==> config.mk <==
export PLATFORM = sky130hd
export DESIGN_NAME = mbist_fail_logger
export DESIGN_NICKNAME = d
export VERILOG_FILES = /design/src/rtl/mbist_fail_logger.sv
export SDC_FILE = /design/constraint.sdc
export NUM_CORES = 1
export LEC_CHECK = 0
export ABC_AREA = 1
export CORE_UTILIZATION = 37
export CTS_BUF_LIST = sky130_fd_sc_hd__clkbuf_2 sky130_fd_sc_hd__clkbuf_4 sky130_fd_sc_hd__clkbuf_8
export CTS_CLUSTER_DIAMETER = 40
export DETAILED_ROUTE_END_ITERATION = 16
export MAX_ROUTING_LAYER = met4
export SYNTH_ARGS = -nofsm -noshare
export SYNTH_HDL_FRONTEND = slang
export SYNTH_SLANG_ARGS = --single-unit
==> constraint.sdc <==
create_clock -name CLK -period 5.3 [get_ports CLK]
set_clock_uncertainty 0.05 [all_clocks]
set_input_delay 1.325 -clock CLK [delete_from_list [all_inputs] [get_ports CLK]]
set_output_delay 1.325 -clock CLK [all_outputs]
set_load 0.01 [all_outputs]
==> src/rtl/mbist_fail_logger.sv <==
// MBIST fail logger: counts compare mismatches and logs them in a show-ahead FIFO.
// Optional macro MBIST_FAIL_BITMAP_EN enables the accumulated FAIL_BITS register.
module mbist_fail_logger #(
  parameter int DEPTH = 8,
  parameter int AW    = 8,
  parameter int DW    = 8
) (
  input  logic          CLK,
  input  logic          RESET,
  input  logic          CMP_VALID,
  input  logic [AW-1:0] CMP_ADDR,
  input  logic [DW-1:0] CMP_EXP,
  input  logic [DW-1:0] CMP_ACT,
  input  logic          CLEAR,
  input  logic          LOG_RD,
  output logic          LOG_VALID,
  output logic [AW-1:0] LOG_ADDR,
  output logic [DW-1:0] LOG_EXP,
  output logic [DW-1:0] LOG_ACT,
  output logic [7:0]    FAIL_CNT,
  output logic          FAIL,
  output logic          OVERFLOW,
  output logic [DW-1:0] FAIL_BITS
);

  localparam int            PW      = (DEPTH > 1) ? $clog2(DEPTH) : 1;
  localparam int            EW      = AW + 2 * DW;
  localparam logic [PW:0]   DEPTH_C = (PW + 1)'(DEPTH);

  // Handshake: an entry leaves the FIFO on a rising edge where LOG_RD=1 and
  // LOG_VALID=1; LOG_RD while LOG_VALID=0 is ignored. There is no back-pressure
  // on CMP_VALID: a mismatch arriving while full (and not popping) is dropped.

  logic [EW-1:0] mem_q [DEPTH];
  logic [PW-1:0] wr_ptr_q, wr_ptr_d;
  logic [PW-1:0] rd_ptr_q, rd_ptr_d;
  logic [PW:0]   count_q, count_d;
  logic [7:0]    fail_cnt_q, fail_cnt_d;
  logic          fail_q, fail_d;
  logic          overflow_q, overflow_d;

  logic          mismatch;
  logic          empty;
  logic          full;
  logic          pop;
  logic          push;
  logic          wr_en;
  logic [EW-1:0] head;

  assign mismatch = CMP_VALID && (CMP_EXP != CMP_ACT);
  assign empty    = (count_q == '0);
  assign full     = (count_q == DEPTH_C);
  assign pop      = LOG_RD && !empty;
  // A pop in the same cycle frees a slot, so a full FIFO still accepts the push.
  assign push     = mismatch && (!full || pop);
  assign wr_en    = push && !RESET && !CLEAR;

  always_comb begin
    wr_ptr_d   = wr_ptr_q;
    rd_ptr_d   = rd_ptr_q;
    count_d    = count_q;
    fail_cnt_d = fail_cnt_q;
    fail_d     = fail_q;
    overflow_d = overflow_q;
    if (CLEAR) begin
      wr_ptr_d   = '0;
      rd_ptr_d   = '0;
      count_d    = '0;
      fail_cnt_d = '0;
      fail_d     = 1'b0;
      overflow_d = 1'b0;
    end else begin
      if (push) wr_ptr_d = wr_ptr_q + PW'(1);
      if (pop)  rd_ptr_d = rd_ptr_q + PW'(1);
      case ({push, pop})
        2'b10:   count_d = count_q + (PW + 1)'(1);
        2'b01:   count_d = count_q - (PW + 1)'(1);
        default: count_d = count_q;
      endcase
      if (mismatch) begin
        fail_d = 1'b1;
        if (fail_cnt_q != 8'hFF) fail_cnt_d = fail_cnt_q + 8'd1;
        if (!push) overflow_d = 1'b1;
      end
    end
  end

  always_ff @(posedge CLK) begin
    if (RESET) begin
      wr_ptr_q   <= '0;
      rd_ptr_q   <= '0;
      count_q    <= '0;
      fail_cnt_q <= '0;
      fail_q     <= 1'b0;
      overflow_q <= 1'b0;
    end else begin
      wr_ptr_q   <= wr_ptr_d;
      rd_ptr_q   <= rd_ptr_d;
      count_q    <= count_d;
      fail_cnt_q <= fail_cnt_d;
      fail_q     <= fail_d;
      overflow_q <= overflow_d;
    end
  end

  // Storage needs no reset: LOG_* are gated by LOG_VALID.
  always_ff @(posedge CLK) begin
    if (wr_en) mem_q[wr_ptr_q] <= {CMP_ADDR, CMP_EXP, CMP_ACT};
  end

`ifdef MBIST_FAIL_BITMAP_EN
  logic [DW-1:0] fail_bits_q, fail_bits_d;

  always_comb begin
    fail_bits_d = fail_bits_q;
    if (CLEAR)         fail_bits_d = '0;
    else if (mismatch) fail_bits_d = fail_bits_q | (CMP_EXP ^ CMP_ACT);
  end

  always_ff @(posedge CLK) begin
    if (RESET) fail_bits_q <= '0;
    else       fail_bits_q <= fail_bits_d;
  end

  assign FAIL_BITS = fail_bits_q;
`else
  assign FAIL_BITS = '0;
`endif

  assign head      = mem_q[rd_ptr_q];
  assign LOG_VALID = !empty;
  assign LOG_ADDR  = LOG_VALID ? head[EW-1 -: AW]     : '0;
  assign LOG_EXP   = LOG_VALID ? head[2*DW-1 -: DW]   : '0;
  assign LOG_ACT   = LOG_VALID ? head[DW-1:0]         : '0;
  assign FAIL_CNT  = fail_cnt_q;
  assign FAIL      = fail_q;
  assign OVERFLOW  = overflow_q;

  a_count_bound: assert property (@(posedge CLK) disable iff (RESET) count_q <= DEPTH_C);
  a_fail_follows_cnt: assert property (@(posedge CLK) disable iff (RESET) (fail_cnt_q != 8'd0) == fail_q);

endmodule

==> impl_metrics.tcl, run 1 <==
set metrics [dict create \
    outcome "completed" \
    drcViolationCount 0 \
    synthTopCellsByArea "edfxtp_1, o21ai_0, nor2_1" \
    period_share_pct 84.53 \
    finalHoldViolCount 0 \
    cp-start-kind "flop" \
    ys_ff_latch 215 \
    post_cts.repair.setup_buffers 0 \
    io_pins 72 \
    via_count 5793 \
    ir_drop_mv 0.1478 \
    start_util_pct 37.52 \
    placed_area_um2 9774 \
    routed_wl_um 19460 \
    dp_slack_ns 1.271 \
    core_um2 23400 \
    fp.dieW_um 156.0 \
    finalSetupViolations 0 \
    cpPeakStageDelay_ns 0.79 \
    clock_latency_ns 0.52 \
    dieArea_um2 24350 \
    critical_path_class "reg -> out" \
    avgSynthCellArea_um2 11.80 \
    grt_pass1_wl_um 30530 \
    arrival_ns 3.10 \
    period_needed_ns 4.480 \
    utilization_pct 44.81 \
    layout_commonest_cell "edfxtp_1" \
    viasPerCell 4.943 \
    clkSlewWorstSetupHoldPaths_ns 0.06 \
    p_leak_uw 0.003573 \
    grt_max_degree 97 \
    htreeDepth 2 \
    fmax_ghz 0.2232 \
    slew_headroom_pct 31.61 \
    fin_ws_ns 0.8201 \
    first_pass_iters 5 \
    grtUsageTotal_pct 16.87 \
    n_fill_cell 2160 \
    tightest_slew_ns 1.026 \
    final_layout_size_suffix_gt1_share_pct 12.44 \
    critical_path.max_fanout 96 \
    p_clk_share_pct 40.7 \
    p_int_uw 2732 \
    maxCapViolCount 0 \
    finalSetupTns_ns 0 \
    ys_warn_count 0 \
    place.gp.congestion 0.7289 \
    cts_tree "yes" \
    cp.required_ns 3.92 \
    antenna_found_initial 1 \
    rsz0062_at_grt "false" \
    syn_area_um2 8780 \
    dp_hpwl_um 10520 \
    cts-root-buf "clkbuf_8" \
    grt.overflow.total 0 \
    synth_cells 744 \
    worst_path_most_repeated_cell "o21ai_0" \
    areaGrowthSynthToFinish_pct 19.44 \
    path_cells "buf_4, o21ai_0, o22ai_1, o21ai_0, a31oi_1, clkdlybuf4s50_1" \
    cts_sinks 215 \
    seqPwrFrac_pct 53.0 \
    min_path_type "reg -> reg" \
    cts_buffer_depth 3 \
    port_buffers 63 \
    end_kind "output pin" \
    cts_buffers 38 \
    finalInstanceArea_um2 10490 \
    fp.dieH_um 156.0 \
    wire_per_inst_um 16.60 \
    ctsResizeCount 0 \
    grt_pass1_vias 5575 \
    finalMaxSlewViolations 0 \
    powerDensity_nw_per_um2 335.2 \
    mostFrequentLayoutCells "edfxtp_1, nor2_1, o21ai_0" \
    synth_top_area_share_pct 65.67 \
    p_comb_share_pct 6.3 \
    postCtsHoldBufs 0 \
    fin_nets 861 \
    std_cell_rows 56 \
    synthDistinctLibCells 33 \
    cp_slowest_cell "buf_4" \
    switching_share_pct 22.30 \
    antenna_left 0 \
    ys_seq_area_share_pct 70.91 \
    synth_area_leader_cell "edfxtp_1" \
    drt_iter0_markers 472 \
    switching_power_uw 783.8 \
]
[sequential cells by signal (all words and copies together), names as in the netlist, named ones only]
signal    cells
FAIL          1
FAIL_CNT      8
OVERFLOW      1
count_q       4
mem_q       192
rd_ptr_q      3
wr_ptr_q      3
[per-layer routing]
layer  vias to the layer above  global-route usage (%)  wire length [um]
li1                       2816                       -                 -
met1                      2804                   21.15              8857
met2                       142                   26.81              9197
met5                         -                       -                 0
met3                        31                   4.222              1088
met4                         0                   5.369               316
[per-stage QoR]
stage               cells  total power, uW  hold slack, ns
floorplan             751             2013          0.3834
global placement     1105             2119          0.4000
detailed placement   1105             2121          0.4077
CTS                  1171             3554          0.4189
global route         1172             3655          0.4475
finish               1172             3515          0.4211
[power by group through the flow]
| stage | clock network [uW] | logic, uW | registers (uW) |
|---|---|---|---|
| floorplan | 0 | 115 | 1900 |
| global placement | 0 | 221 | 1900 |
| detailed placement | 0 | 222 | 1900 |
| CTS | 1470 | 223 | 1860 |
| global route | 1550 | 246 | 1860 |
| finish | 1430 | 220 | 1860 |
[area by class of cell]
cell class | count | area, um2 | area share [%]
repair buffers | 82 | 773.2 | 7.374
inverters | 38 | 145.1 | 1.384
well taps | 319 | 399.1 | 3.806
diodes | 1 | 2.502 | 0.02386
clock inverters | 12 | 60.06 | 0.5727
multi-input cells | 451 | 2228 | 21.25
flip-flops and latches | 215 | 6228 | 59.40
clock buffers | 54 | 649.4 | 6.193
[critical path, delay by kind of cell, from the launching register on]
kind	cells	cell delay [ns]
flip-flops	1	0.33
AO/OA/AOI/OAI	4	0.83
buffers and inverters	2	1.41
[Yosys cell counts (all sizes together)]
cell and n:
xnor2 5, and3 1, nor4 2, a21oi 15
dfxtp 23, edfxtp 192, nor3b 1, a31o 1
buf 22, nor2 165, ha 5, nand3 12
fa 1, nor3 4, o22ai 24, a31oi 24
nand4 2, o21a 2, inv 38, clkbuf 25
nand2 48, conb 1, o21ai 131
[worst paths after layout]
check / from / endpoint / slack [ns] / depth (start not counted)
min reg2reg: rd_ptr_q[2] / rd_ptr_q[2] / 0.42 / 2
max: flop / LOG_ADDR[0] / 0.82 / 6
max reg2reg: count_q[0] / count_q[3] / 2.42 / 16
min: rd_ptr_q[2] / rd_ptr_q[2] / 0.42 / 2
[cells by family (layout without fill, tap and decap cells)]
logic type	count (synthesis)	after routing	share of synthesized area [%]
and+or+nand+nor	235	235	11.24
xor gates and xnor gates	5	5	0.4988
buffers and inverters	85	186	4.347
DFF	215	215	70.91
AOI/OAI and AO/OA	197	197	12.01
other	1	9	0.04271
adders and majority gates	6	6	0.9406
Power figures use the tool's default switching activity.
==> run 2: changes to the inputs <==
- clock period: 5.3 -> 4.4 ns (I/O delays scaled with it)
==> run 2 against run 1 <==
Against the previous run:
- combinational power is 22% higher
- hold slack worse by 0.0021 ns
- non-clock buffer count is 10 higher
- total power is 27% higher
- final cell count is 0.77% higher
==> impl_metrics.tcl, run 2 (same netlist as run 1, synthesis figures left out) <==
set metrics [dict create \
    outcome "completed" \
    cts_sinks 215 \
    seqPwrFrac_pct 50.3 \
    critical_path.max_fanout 32 \
    arrival_ns 2.84 \
    cp-start-kind "flop" \
    antenna_found_initial 0 \
    hold_end "rd_ptr_q[2]" \
    cts_buffer_depth 3 \
    grt.overflow.total 0 \
    end_kind "output pin" \
    fp.dieH_um 156.0 \
    fmax_ghz 0.2504 \
    powerDensity_nw_per_um2 418.4 \
    dieArea_um2 24350 \
    period_needed_ns 3.994 \
    period_share_pct 90.77 \
    cts_tree "yes" \
    largest_reg_flops 192 \
    wire_per_inst_um 16.67 \
    io_pins 72 \
    tightest_slew_ns 0.7578 \
    fin_ws_ns 0.4063 \
    drcViolationCount 0 \
    rsz0062_at_grt "false" \
    std_cell_rows 56 \
    core_um2 23400 \
    via_count 5846 \
    start_util_pct 37.52 \
    min_path_type "reg -> reg" \
    htreeDepth 2 \
    holdCritStartpoint "rd_ptr_q[2]" \
    drt_iter0_markers 427 \
    grtUsageTotal_pct 17.17 \
    p_clk_share_pct 43.7 \
    ctsResizeCount 0 \
    routed_wl_um 19690 \
    dp_slack_ns 0.6187 \
    cp.required_ns 3.25 \
    finalSetupViolations 0 \
    grt_pass1_wl_um 31130 \
    finalHoldViolCount 0 \
    p_int_uw 3503 \
    n_fill_cell 2128 \
    whs_path_depth 2 \
    grt_max_degree 97 \
    clock_latency_ns 0.51 \
    slew_headroom_pct 49.42 \
    switching_power_uw 962.3 \
    dp_hpwl_um 11370 \
    fp.dieW_um 156.0 \
    clkSlewWorstSetupHoldPaths_ns 0.06 \
    rr_endpoint "count_q[3]" \
    viasPerCell 4.950 \
    port_buffers 63 \
    post_cts.repair.setup_buffers 0 \
    reg2reg_depth 15 \
    cts-root-buf "clkbuf_8" \
    ir_drop_mv 0.1868 \
    n_antenna_cell 0 \
    fin_nets 870 \
    final_layout_size_suffix_gt1_share_pct 13.57 \
    areaGrowthSynthToFinish_pct 21.56 \
    r2r_setup_slack_ns 1.46 \
    p_comb_share_pct 6.0 \
    reg2reg_from "count_q[0]" \
    grt_pass1_vias 5609 \
    mostFrequentLayoutCells "edfxtp_1, nor2_1, o21ai_0" \
    antenna_left 0 \
    p_leak_uw 0.003667 \
    cts_buffers 37 \
    finalMaxSlewViolations 0 \
    finalSetupTns_ns 0 \
    first_pass_iters 4 \
    critical_path_class "reg -> out" \
    postCtsHoldBufs 0 \
    place.gp.congestion 0.7840 \
    regMostFlops "mem_q" \
    maxCapViolCount 0 \
    layout_commonest_cell "edfxtp_1" \
    switching_share_pct 21.55 \
]
## run 2: changes by cell type in the layout (fill, tap and decap cells not counted), sizes merged
| cell | change |
|---|---|
| buf | +10 |
| clkbuf | -2 |
| diode | -1 |
| clkinvlp | +1 |
| bufinv | +4 |
| clkinv | -3 |
## run 2: power by group through the flow
| stage | sequential (uW) | clock (uW) | combinational (uW) |
|---|---|---|---|
| 3_3_place_gp | 2290 | 0 | 269 |
| 5_1_grt | 2250 | 2090 | 300 |
| 2_1_floorplan | 2290 | 0 | 139 |
| 3_5_place_dp | 2290 | 0 | 271 |
| 4_1_cts | 2250 | 1980 | 272 |
| 6_report | 2250 | 1950 | 269 |
## run 2: area by class of cell
cell class	count	area (um2)	share of cell area [%]
Inverter	38	145.1	1.360
Sequential cell	215	6228	58.36
Timing Repair Buffer	92	873.3	8.183
Clock inverter	14	170.2	1.594
Clock buffer	52	628.1	5.885
Tap cell	319	399.1	3.740
Multi-Input combinational cell	451	2228	20.88
## run 2: worst max-delay path by stage
| stage | start | to | slack, ns |
|---|---|---|---|
| 2_1_floorplan | CMP_EXP[5] | mem_q[0][0] | 0.48 |
| 6_report | flop | LOG_ACT[1] | 0.41 |
| 4_1_cts | flop | LOG_ACT[1] | 0.36 |
| 5_1_grt | flop | LOG_ACT[1] | 0.31 |
| 3_5_place_dp | CMP_EXP[4] | count_q[3] | 0.62 |
| 3_3_place_gp | CMP_ACT[3] | count_q[3] | 0.70 |
## run 2: stage by stage
step	hold WS (ns)	cells	power (uW)	util, %	area, um2
global placement	0.3983	1115	2558	42.19	9874
CTS	0.4190	1181	4502	45.61	10670
detailed placement	0.4098	1115	2560	42.19	9874
floorplan	0.3834	751	2425	-	8806
global route	0.4615	1181	4633	45.61	10670
finish	0.4190	1181	4465	45.61	10670
## run 2: worst max-delay path, cell delays in order, from the launching register on
cell	delay (ns)
dfxtp_2	0.45
inv_1	0.12
buf_4	0.37
o21ai_0	0.19
o22ai_1	0.17
o21ai_0	0.11
a31oi_1	0.31
clkdlybuf4s50_1	0.60
## run 2: routing by layer
| metal | vias to the layer above | part of all wire, % | wire [um] | track usage (%) |
|---|---|---|---|---|
| met1 | 2849 | 47 | 9196 | 22.18 |
| li1 | 2828 | - | - | - |
| met3 | 28 | 5.0 | 982 | 4.028 |
| met4 | 0 | 1.5 | 294 | 4.902 |
| met5 | - | 0 | 0 | - |
| met2 | 141 | 47 | 9213 | 26.98 |
==> run 3: changes to the inputs <==
- CELL_PAD_IN_SITES_DETAIL_PLACEMENT: default -> 1
- CELL_PAD_IN_SITES_GLOBAL_PLACEMENT: default -> 1
- PLACE_DENSITY_LB_ADDON: default -> 0.1
==> run 3 against run 2 <==
Against the previous run:
- non-clock buffer count unchanged
- sequential share of layout area is 0.40 points lower
- design area grew 0.67%
- via count grew 3.1%
- routed wire length is 18% higher
- critical path type unchanged
- largest cell class unchanged
==> impl_metrics.tcl, run 3 (same netlist as run 1, synthesis figures left out) <==
set metrics [dict create \
    n_antenna_cell 0 \
    cp-start-kind "flop" \
    post_cts.repair.setup_buffers 0 \
    viasPerCell 5.070 \
    period_needed_ns 4.038 \
    largest_reg_flops 192 \
    postCtsHoldBufs 0 \
    cts_buffers 41 \
    layout_commonest_cell "edfxtp_1" \
    antenna_left 0 \
    areaGrowthSynthToFinish_pct 22.37 \
    clock_latency_ns 0.53 \
    start_util_pct 37.52 \
    finalSetupTns_ns 0 \
    cts_tree "yes" \
    end_kind "output pin" \
    cpPeakStageDelay_ns 0.62 \
    drt_iter0_markers 246 \
    finalSetupViolations 0 \
    ctsResizeCount 0 \
    p_int_uw 3618 \
    critical_path.max_fanout 52 \
    place.gp.congestion 0.7386 \
    grt_pass1_vias 6498 \
    p_total_uw 4631 \
    outcome "completed" \
    port_buffers 63 \
    reg2reg_depth 16 \
    cts-root-buf "clkbuf_8" \
    r2r_setup_slack_ns 1.25 \
    std_cell_rows 56 \
    grt.overflow.total 0 \
    switching_share_pct 21.87 \
    p_comb_share_pct 6.0 \
    finalMaxSlewViolations 0 \
    regMostFlops "mem_q" \
    maxCapViolCount 0 \
    seqPwrFrac_pct 48.5 \
    path_cells "buf_4, o21ai_0, o22ai_1, o21ai_0, a31oi_1, clkdlybuf4s50_1" \
    hold_end "FAIL" \
    dieArea_um2 24350 \
    io_pins 72 \
    fmax_ghz 0.2476 \
    htreeDepth 2 \
    slew_headroom_pct 45.33 \
    grtUsageTotal_pct 20.50 \
    cts_buffer_depth 3 \
    grt_pass1_wl_um 36550 \
    final_layout_size_suffix_gt1_share_pct 14.14 \
    fp.dieW_um 156.0 \
    rsz0062_at_grt "false" \
    cp.buffers_inverters 2 \
    arrival_ns 2.89 \
    routed_wl_um 23260 \
    cp_slowest_cell "clkdlybuf4s50_1" \
    cts_sinks 215 \
    tightest_slew_ns 0.8191 \
    holdCritStartpoint "FAIL" \
    switching_power_uw 1013 \
    p_leak_uw 0.003715 \
    whs_path_depth 2 \
    worst_path_most_repeated_cell "o21ai_0" \
    rr_endpoint "count_q[3]" \
    finalHoldViolCount 0 \
    p_clk_share_pct 45.5 \
    fp.dieH_um 156.0 \
    critical_path_class "reg -> out" \
    fin_nets 874 \
    crit_family "buffers and inverters" \
    mostFrequentLayoutCells "edfxtp_1, nor2_1, o21ai_0" \
    reg2reg_from "count_q[0]" \
    ir_drop_mv 0.2117 \
    drcViolationCount 0 \
    min_path_type "reg -> reg" \
    clkSlewWorstSetupHoldPaths_ns 0.05 \
    powerDensity_nw_per_um2 431.0 \
    via_count 6028 \
    cp.required_ns 3.25 \
    antenna_found_initial 0 \
    core_um2 23400 \
    first_pass_iters 4 \
    grt_max_degree 53 \
    wire_per_inst_um 19.56 \
    dp_hpwl_um 13940 \
    period_share_pct 91.77 \
]
-- run 3: changes by cell type in the layout (fill, tap and decap cells not counted), sizes merged --
| cell | delta |
|---|---|
| clkinvlp | -1 |
| clkinv | +2 |
| clkbuf | +7 |
-- run 3: final cells by class --
class | count | area, um2
Tap cell | 319 | 399.1
Timing Repair Buffer | 92 | 860.8
Inverter | 38 | 145.1
Multi-Input combinational cell | 451 | 2228
Clock inverter | 15 | 171.4
Fill cell | 2532 | 12660
Clock buffer | 59 | 711.9
Sequential cell | 215 | 6227
-- run 3: power by group through the flow --
stage                     clock (uW)  sequential (uW)  combinational (uW)
after floorplan                    0             2290                 139
after CTS                       2160             2250                 281
final                           2110             2250                 277
after global placement             0             2290                 270
after detailed placement           0             2290                 279
after global routing            2230             2250                 307
-- run 3: worst max path at each step --
stage	startpoint	endpoint	slack, ns	depth (start not counted)
finish	flop	LOG_ACT[2]	0.36	6
global route	flop	LOG_ACT[2]	0.14	6
CTS	flop	LOG_ACT[2]	0.32	6
detailed placement	CMP_EXP[2]	count_q[3]	0.50	18
global placement	CMP_EXP[3]	count_q[3]	0.68	18
floorplan	CMP_EXP[5]	mem_q[0][0]	0.48	10
-- run 3: per-stage QoR --
| step | hold slack (ns) | instance area [um2] | setup WS [ns] | cells | util (%) |
|---|---|---|---|---|---|
| global placement | 0.4125 | 9861 | 0.6760 | 1115 | 42.14 |
| detailed placement | 0.4217 | 9861 | 0.5004 | 1115 | 42.14 |
| global route | 0.4647 | 10740 | 0.1423 | 1189 | 45.91 |
| floorplan | 0.3834 | 8806 | 0.4847 | 751 | - |
| CTS | 0.4343 | 10740 | 0.3220 | 1189 | 45.91 |
| finish | 0.4199 | 10740 | 0.3619 | 1189 | 45.91 |
-- run 3: metal layers --
metal	vias to the layer above	track usage, %	part of all wire (%)	wire [um]
li1	2838	-	-	-
met1	3018	25.20	45	10450
met2	118	34.44	50	11520
met3	54	3.500	3.1	731
met4	0	6.396	2.4	552
met5	-	-	0	0
-- run 3: worst reg2reg max path: cells and delay by family (launching register included) --
| family | cells | cell delay [ns] |
|---|---|---|
| AO/OA/AOI/OAI | 1 | 0.23 |
| flip-flops | 1 | 0.36 |
| adder cells (fa/ha/maj) | 1 | 0.32 |
| AND/OR/NAND/NOR | 10 | 1.78 |
| buffers and inverters | 4 | 0.33 |
==> patch 1: new RTL, flow settings as in run 1 <==
One comparison of `count_q` changes from == to >=.
--- a/src/rtl/mbist_fail_logger.sv
+++ b/src/rtl/mbist_fail_logger.sv
@@ -51,3 +51,3 @@
   assign empty    = (count_q == '0);
-  assign full     = (count_q == DEPTH_C);
+  assign full     = (count_q >= DEPTH_C);
   assign pop      = LOG_RD && !empty;
Check against the original RTL: same outputs for any inputs over 4 cycles, from zero or initial values; that may be too few to reach the edited logic, so the function may still have changed.
==> patch 1 against run 1 <==
  * Design area increased by 1.7%
  * Highest routed layer unchanged
  * Wire length increased by 1.9%
  * Clock power increased by 10%
  * Power is 5.6% higher
  * Register-to-register slack better by 0.14 ns
  * Core utilization rose by 0.51 points
  * Worst setup slack worse by 0.086 ns
  * Largest power group unchanged
  * Worst hold slack worse by 0.0094 ns
  * Via count down 0.14%
  * First-iteration DRC count is 1.3% higher
  * Sequential cell count stayed put
  * Synthesized area rose by 1.7%
==> patch 1: results <==
set metrics [dict create \
    status "finished, final reports clean" \
    grt_pass1_wl_mm 31.66 \
    hpwl_mm 11.33 \
    place.gp.congestion 0.7428 \
    place_inst 1100 \
    grt.total_usage_pct 17.34 \
    grt_start_max_net_pins 97 \
    use_met3_pct 2.891 \
    synth_compound_area_share_pct 11.73 \
    syn_inst 743 \
    synth.cells.most_frequent "edfxtp_1 (192), nor2_1 (163), o21ai_0 (106)" \
    ys_seq_area_share_pct 69.73 \
    dpl_cell_area_sq_mm 0.009863 \
    p_int_mw 2.861 \
    worst_slew_pin_slew_ns 1.004 \
    synthDistinctLibCells 40 \
    yosysWarnings 0 \
    pwr-share-clk_pct 42.5 \
    synthXorXnorAreaFrac_pct 0.6867 \
    dp_worst_setup_slack_ns 1.070 \
    leakage_nw 3.626 \
    grt_pass1_vias 5689 \
    fin_nets 858 \
    initialDrtViolationCount 478 \
    min_period_ns 4.565 \
    synthAdderAreaFrac_pct 0.9249 \
    use_met1_pct 22.36 \
    rr_worst_depth 9 \
    cts_made_buffers 40 \
    synthTopCellsByArea "edfxtp_1 (65%), nor2_1 (6.9%), o21ai_0 (5.9%)" \
    sw_frac_of_total_pct 22.95 \
    r2r-end "mem_q[3][3]" \
    use_met2_pct 27.60 \
    holdPathStages 1 \
    p_comb_share_pct 7.3 \
    synth_edf_count 192 \
    worst_hold_slack_ns 0.4117 \
    rrSetupSlack_ns 2.56 \
    avgRoutedWirePerCell_microns 16.90 \
    vias_per_cell 4.932 \
    antenna_found_initial 0 \
    regToRegStartpoint "count_q[1]" \
    wl_mm 19.83 \
]
[patch 1: cell types whose count changed in the layout (fill, tap and decap cells not counted), sizes merged, moves of 3 or more]
cell / delta
buf: -4
a21oi: -3
clkinv: +7
nand3: -3
nor3: +3
clkbuf: -3
nand4: +5
[patch 1: per-layer routing]
metal | up-vias | share of wire [%]
met5 | - | 0
met4 | 0 | 2.0
met3 | 34 | 5.4
met2 | 147 | 48
met1 | 2778 | 45
li1 | 2826 | -
[patch 1: area by class of cell]
cell class	count	area (sq um)
fill	2191	12870
sequential	215	6228
multi-input combinational	453	2336
timing repair buffer	78	755.7
clock buffer	51	639.4
tap	319	399.1
clock inverter	22	166.4
inverter	35	143.9
[patch 1: worst max-delay path: stages (launching register included)]
cell	delay, ns
dfxtp_2	0.34
buf_4	0.76
o21ai_0	0.26
o22ai_1	0.20
o21ai_1	0.07
a31oi_1	0.35
clkdlybuf4s50_1	0.62
==> patch 2: new RTL, settings of run 1 <==
Without the edit above. The option `MBIST_FAIL_BITMAP_EN` is turned on by a define.
--- a/src/rtl/mbist_fail_logger.sv
+++ b/src/rtl/mbist_fail_logger.sv
@@ -2,2 +2,4 @@
 // Optional macro MBIST_FAIL_BITMAP_EN enables the accumulated FAIL_BITS register.
+`define MBIST_FAIL_BITMAP_EN
+
 module mbist_fail_logger #(
Formal check against the unedited RTL: not equivalent (a bounded check fails within 4 cycles, from zero or initial values).
==> patch 2 against run 1 <==
  * Sequential power rose by 4%
  * Power rose by 7.5%
  * Synthesized area rose by 2.8%
  * Count of clock-buffer cells in the layout rose by 2
  * Design area rose by 4.7%
  * Die area rose by 2.8%
  * Worst setup slack improved by 0.0028 ns
  * Worst hold slack got worse by 0.011 ns
  * Wire length rose by 7.3%
  * Sequential cell count rose by 8
  * Synthesized cell count rose by 4.2%
  * Critical path type unchanged
==> patch 2: results <==
set metrics [dict create \
    status "finished, final reports clean" \
    power_switching_mw 0.8266 \
    synthTopCellsByArea "edfxtp_1 (64%), nor2_1 (7.0%), dfxtp_1 (6.9%)" \
    dpl_cell_area_sq_mm 0.01017 \
    place.gp.congestion 0.8206 \
    vias_per_cell 4.992 \
    critPathMaxStageDelay_ns 0.74 \
    met3_wirelength_mm 1.445 \
    final_cells 1216 \
    grt_pass1_wl_mm 32.33 \
    cp-endpoint "LOG_ACT[1]" \
    ys_seq_area_share_pct 70.76 \
    antenna_cells 0 \
    grt.total_usage_pct 17.70 \
    fin_nets 902 \
    leakage_nw 3.793 \
    worst_hold_slack_ns 0.4096 \
    initialDrtViolationCount 387 \
    worst_slew_pin_slew_ns 1.059 \
    clkSlewWorstSetupHoldPaths_ns 0.06 \
    syn_area_per_cell_sq_um 11.65 \
    critPathSlowestCell "buf_4" \
    final_layout_size_suffix_gt1_share_pct 12.93 \
    hpwl_mm 12.17 \
    synth_compound_area_share_pct 12.20 \
    ir_drop_mv 0.2074 \
    dp_worst_setup_slack_ns 1.014 \
    grt_start_max_net_pins 97 \
    worst_slack_ns 0.8229 \
    largest_reg_flops 192 \
    rrSetupSlack_ns 2.36 \
    finalPower_mw 3.779 \
    wl_met1_mm 9.554 \
    setup_viol 0 \
    grt_pass1_vias 5824 \
    wl_met2_mm 9.503 \
    synthXorXnorAreaFrac_pct 0.2911 \
    antenna_found_initial 0 \
    place_inst 1146 \
    port_buffers 71 \
    synthAdderAreaFrac_pct 0.9150 \
    pwr-share-seq_pct 51.0 \
    synth.cells.most_frequent "edfxtp_1 (192), nor2_1 (168), o21ai_0 (119)" \
]
patch 2: kinds of logic (layout without fill, tap and decap cells):
group	Yosys count	count (layout)
AOI/OAI and AO/OA	204	204
xor gates and xnor gates	3	3
adders and majority gates	6	6
buffers and inverters	85	207
DFF	223	223
and+or+nand+nor	254	254
patch 2: metal layers:
| layer | vias to the layer above | track usage, % |
|---|---|---|
| met4 | 0 | 4.991 |
| met3 | 29 | 4.024 |
| met2 | 191 | 27.07 |
| met1 | 2906 | 23.63 |
| li1 | 2944 | - |
| met5 | - | - |
patch 2: area by class of cell:
cell class | count | area (sq um)
fillers | 2184 | 12700
flip-flops and latches | 223 | 6389
multi-input cells | 467 | 2312
repair buffers | 92 | 893.4
clock buffers | 56 | 689.4
well taps | 319 | 399.1
inverters | 45 | 173.9
clock inverters | 14 | 123.9
